--- config.mk ---
export PLATFORM = sky130hd
export DESIGN_NAME = shift_deser
export DESIGN_NICKNAME = d
export VERILOG_FILES = /design/src/rtl/shift_deser.sv
export SDC_FILE = /design/constraint.sdc
export NUM_CORES = 1
export LEC_CHECK = 0
export BUFFER_PORTS_ARGS = -buffer_cell sky130_fd_sc_hd__buf_4
export CAP_MARGIN = 0
export CELL_PAD_IN_SITES_DETAIL_PLACEMENT = 1
export CELL_PAD_IN_SITES_GLOBAL_PLACEMENT = 2
export CORE_ASPECT_RATIO = 0.5
export CORE_UTILIZATION = 41
export CTS_CLUSTER_DIAMETER = 200
export DETAILED_ROUTE_END_ITERATION = 10
export GPL_TIMING_DRIVEN = 0
export PLACE_DENSITY_LB_ADDON = 0.1
export SLEW_MARGIN = 20
export SYNTH_ARGS = -nofsm -noshare
export SYNTH_HDL_FRONTEND = slang
export SYNTH_SLANG_ARGS = --single-unit
export TNS_END_PERCENT = 30
--- constraint.sdc ---
create_clock -name clk -period 7.52 [get_ports clk]
set_input_delay 0.376 -clock clk [delete_from_list [all_inputs] [get_ports clk]]
set_output_delay 0.376 -clock clk [all_outputs]
set_load 0.1 [all_outputs]
--- src/rtl/shift_deser.sv ---
// Serial-to-parallel collector: gathers MSB-first 1-bit or SYM-bit symbols into
// WIDTH-bit words and presents them through a one-entry valid/ready output register.
module shift_deser #(
  parameter int  WIDTH = 64,
  parameter int  SYM   = 8,
  localparam int CW    = $clog2(WIDTH + 1)
) (
  input  logic             clk,
  input  logic             rst,
  input  logic             clear,
  input  logic             in_valid,
  output logic             in_ready,
  input  logic             in_mode,
  input  logic [SYM-1:0]   in_data,
  output logic             out_valid,
  input  logic             out_ready,
  output logic [WIDTH-1:0] out_data,
  output logic [CW-1:0]    fill,
  output logic             err
);

  typedef enum logic {
    COLLECT = 1'b0,
    HOLD    = 1'b1
  } state_t;

  localparam logic [CW-1:0] FILL_FULL     = CW'(WIDTH);
  localparam logic [CW-1:0] FILL_MAX_BYTE = CW'(WIDTH - SYM);
  localparam logic [CW-1:0] SYM_BITS      = CW'(SYM);

  if (((WIDTH % SYM) != 0) || (WIDTH < 2 * SYM)) begin : g_bad_params
    $error("shift_deser: WIDTH must be a multiple of SYM and at least 2*SYM");
  end

  state_t           state_q, state_d;
  logic [WIDTH-1:0] acc_q, acc_d;
  logic [CW-1:0]    fill_d;
  logic             err_d;
  logic             out_valid_d;
  logic [WIDTH-1:0] out_data_d;

  logic [WIDTH-1:0] acc_shift;
  logic [CW-1:0]    fill_inc;
  logic             accept;
  logic             out_pop;
  logic             misalign;
  logic             slot_free;

  // in_ready decodes registered state only, so no path from out_ready to in_ready.
  assign in_ready  = (state_q == COLLECT);
  assign accept    = in_valid && in_ready;
  assign out_pop   = out_valid && out_ready;
  assign slot_free = !out_valid || out_ready;
  assign misalign  = in_mode && (fill > FILL_MAX_BYTE);

  // Candidate accumulator and fill after accepting the current symbol.
  always_comb begin
    acc_shift = acc_q;
    fill_inc  = fill;
    if (in_mode) begin
      acc_shift = {acc_q[WIDTH-SYM-1:0], in_data};
      fill_inc  = fill + SYM_BITS;
    end else begin
      acc_shift = {acc_q[WIDTH-2:0], in_data[0]};
      fill_inc  = fill + CW'(1);
    end
  end

  // NOTE: every output of this block gets a default first so no path leaves a latch.
  always_comb begin
    state_d     = state_q;
    acc_d       = acc_q;
    fill_d      = fill;
    err_d       = err;
    out_valid_d = out_valid;
    out_data_d  = out_data;

    // A pop empties the slot unless a new word lands in the same cycle.
    if (out_pop) begin
      out_valid_d = 1'b0;
    end

    if (clear) begin
      state_d = COLLECT;
      acc_d   = '0;
      fill_d  = '0;
      err_d   = 1'b0;
    end else begin
      case (state_q)
        COLLECT: begin
          if (accept) begin
            if (misalign) begin
              err_d = 1'b1;
            end else if (fill_inc == FILL_FULL) begin
              if (slot_free) begin
                out_data_d  = acc_shift;
                out_valid_d = 1'b1;
                acc_d       = '0;
                fill_d      = '0;
              end else begin
                acc_d   = acc_shift;
                fill_d  = FILL_FULL;
                state_d = HOLD;
              end
            end else begin
              acc_d  = acc_shift;
              fill_d = fill_inc;
            end
          end
        end
        HOLD: begin
          if (out_pop) begin
            out_data_d  = acc_q;
            out_valid_d = 1'b1;
            acc_d       = '0;
            fill_d      = '0;
            state_d     = COLLECT;
          end
        end
        default: state_d = COLLECT;
      endcase
    end
  end

  // NOTE: sequential state uses non-blocking assignments so all registers update together.
  always_ff @(posedge clk or posedge rst) begin
    if (rst) begin
      state_q   <= COLLECT;
      acc_q     <= '0;
      fill      <= '0;
      err       <= 1'b0;
      out_valid <= 1'b0;
      out_data  <= '0;
    end else begin
      state_q   <= state_d;
      acc_q     <= acc_d;
      fill      <= fill_d;
      err       <= err_d;
      out_valid <= out_valid_d;
      out_data  <= out_data_d;
    end
  end

  a_fill_range: assert property (@(posedge clk) disable iff (rst) fill <= FILL_FULL);
  a_hold_full:  assert property (@(posedge clk) disable iff (rst)
                                 (state_q == HOLD) |-> (fill == FILL_FULL && out_valid));

endmodule

==> impl_results.md <==
* Status: finished, final reports clean
* Mux cell area share after synthesis at ~15%
* Clock power share at 47.1%
* CTS root buf: clkbuf_16
* Actual slew at the worst max-slew pin at 0.9419 ns
* Post_cts resized at 0
* Layout cells sized above 1 at between 10% and 20%
* YS warnings at 0
* GP Congestion at 0.8569
* Synthesized netlist cell count at 965
* Crit path arrival time at 3.22 ns
* CTS tree: yes
* Clk_skew at 0.008184 ns
* Number of global-route vias before repair at 8823
* Final wirelength at 31390 µm
* DP Wirelength at 22050 µm
* Routed len/inst at roughly 23 µm
* Final setup viols at 0
* Area leader, netlist: dfrtp_1
* Initial DRT Pass Iterations at 5
* CTS H-tree depth at 4
* Adder-Cell Fraction of Synth Area at less than 1%
* Sink Count at 138
* Fin crit period at about 2.9 ns
* First-pass GRT wire length at 50430 µm
* Post-Syn Area per Cell at 9.289 µm²
* CP Capture Type: flip-flop
* TritonCTS Buffers at 17
* Ys async rst share at 100.0%
* Clock Pin Slew Worst Setup and Hold Paths at 0.06 ns
* Simple-Gate Fraction of Synth Area at between 20% and 30%
* Max-slew violation count at 0
* Worst hold-check path type: in2reg
* Pwr/cell area at 182.5 mW/mm²
* Die width at 211.1 µm
* Syn Std Cell Area at about 0.0090 mm²
* Critical path class: reg2reg
* Hold Fails Final Rpt at 0
* Worst-Skew Late Latency at 0.44 ns
* Slew HR at 37.21%
* Largest net degree at the start of global routing at roughly 90
* Die Height at 106.6 µm
* Seq cells post-synth at 138
* Worst VDD drop at 128.3 µV
* Final net count at 1089
* Largest cells by area after synthesis: dfrtp_1, mux2i_1, a22o_1
* RSZ-0062 raised after global routing: false
* Yosys top cell area share at 38.53%
* Internal at 1.381 mW
* Setup TNS Final at 0 ns
* Antenna fix cells at 0
* I/O Buffers at 86
* Combinational share of power at 13.2%
* Library cells used by synthesis at between 40 and 50
* Clock buffer depth at 2
* DRC viols at 0
* Vias at 8504
* Final Util at 50.74%
* # rows at 37
* CP max FO at 10
* IO Pins at 88
* Main combinational cell family by area after synthesis: simple AND/OR/NAND/NOR gates
* Total nets after synthesis at 982
* P_sw at 0.5607 mW
* Sw Share at 28.88%
* Seq pwr share at around 40%
* Peak Freq at 350.8 MHz
* All-Layer GR Usage at ~29%
* Initial antenna violation count at 0
* Crit share post-route at between 30% and 40%
* Compound-Gate Fraction of Synth Area at 18.86%
* Number of synthesized flops with an enable pin at 0
* DR iter-0 viols at between 600 and 700
* Layout area overhead at 18.72%
* GR Overflow Total at 0
* Crit start category: flip-flop
* Sequential-to-total area share from yosys stat at between 30% and 40%
* Required time of the critical path at 7.89 ns
* Prevailing post-synth register cell: dfrtp_1
* Most instantiated cells after synthesis: dfrtp_1, clkbuf_1, nand3_1
* Vias/cell at 6.180
* Initial core utilization at 42.74%
* Static leakage at 4.482 nW
* Post-route antenna net violation count at 0
* Xor-xnor portion of the synthesized cell area at 0.1954%
* Core Box Area at 0.02097 mm²
* Die ar. at 0.02249 mm²
* MaxCap Viol Count at 0
* Most common cell in the netlist: dfrtp_1
==> layout make-up <==
| type | instances | area (µm²) |
|---|---|---|
| Fill cell | 2426 | 10330 |
| Multi-Input combinational cell | 711 | 4980 |
| Sequential cell | 138 | 3453 |
| Timing Repair Buffer | 88 | 683.2 |
| Buffer | 110 | 508.0 |
| Clock buffer | 21 | 480.5 |
| Tap cell | 292 | 365.4 |
| Clock inverter | 10 | 141.4 |
| Inverter | 6 | 30.03 |
==> layer usage <==
| layer | wire length, µm | vias up | share of wire (%) | global-route usage, % |
|---|---|---|---|---|
| met3 | 1475 | 25 | 4.7 | 5.495 |
| met5 | 0 | - | 0 | 0 |
| met1 | 15640 | 4368 | 50 | 42.32 |
| li1 | - | 3898 | - | - |
| met2 | 13910 | 213 | 44 | 44.31 |
| met4 | 361 | 0 | 1.2 | 6.988 |
==> power by group through the flow <==
stage               sequential (mW)  clock [mW]  combinational [mW]
floorplan                     0.796           0               0.155
global placement              0.783           0               0.245
detailed placement            0.783           0               0.254
CTS                           0.769       0.923               0.257
global route                  0.771       0.954               0.276
finish                        0.770       0.915               0.257
==> cell families (layout without fill, tap and decap cells) <==
kind of cell               count (synthesis)  count (layout)
and+or+nand+nor                          355             355
AOI/OAI and AO/OA                        222             222
DFF                                      138             138
muxes                                    129             129
buffers and inverters                    116             235
adders and majority gates                  3               3
xor gates and xnor gates                   2               2
==> registers in the layout, indices dropped and copies added (netlist names) <==
name and cells:
out_valid 1, acc_q 64, state_q 1, err 1, fill 7, out_data 64
==> placed cells by master, fill, tap and decap left out, types with 2 or more instances in the layout <==
cell	instances
nor2_1	68
nand2b_1	2
nand4_1	66
a21oi_1	4
a221oi_1	63
a21o_1	3
nor2b_1	65
clkbuf_1	70
dfrtp_1	138
buf_2	10
a211o_1	2
inv_1	4
buf_1	16
xnor2_1	2
mux2i_1	65
or3_1	2
mux2_2	48
nor3_1	66
o21ai_0	15
a22o_1	65
buf_6	8
bufinv_16	3
nand2_1	11
o21ai_1	55
mux2_1	16
clkbuf_16	17
clkbuf_8	4
a31oi_1	4
ha_1	3
a211oi_1	2
buf_4	92
nand3_1	69
clkinvlp_4	5
==> path summary, 6_finish.rpt <==
path                       startpoint      endpoint  slack [ns]  cells past startpoint
hold reg to reg                   err           err        0.51                      2
max in group asynchronous         rst  out_data[43]        6.20                      4
setup reg to reg              fill[0]  out_data[47]        4.67                      9
setup / recovery              fill[0]  out_data[47]        4.67                      9
hold / removal               in_valid           err        0.24                      3
min in group asynchronous         rst       fill[4]        0.52                      3
==> through the flow <==
step	worst slack (ns)	hold slack [ns]	instance area (µm²)	power (mW)	cells
CTS	4.674	0.2266	10640	1.949	1376
global route	4.521	0.2366	10640	2.001	1376
finish	4.670	0.2363	10640	1.942	1376
global placement	1.434	0.4845	9975	1.027	1343
floorplan	3.448	0.4724	8964	0.9504	965
detailed placement	4.686	0.4291	10010	1.037	1344
==> repair_timing <==
action	4_1_cts	5_1_grt
buffers inserted	0	0
endpoints found under the hold margin	51	0
setup endpoints to repair	0	0
hold buffers	1	0
==> worst max-delay path, stage by stage (launching register included) <==
cell and delay [ns]:
dfrtp_1 0.46, inv_1 0.10, ha_1 0.21, nand4b_1 0.09
a31o_1 0.25, and2_1 0.18, clkbuf_1 0.67, clkbuf_1 0.48
a221oi_1 0.18, nand3_1 0.15
Note: power is estimated with default switching activity, not from simulation.
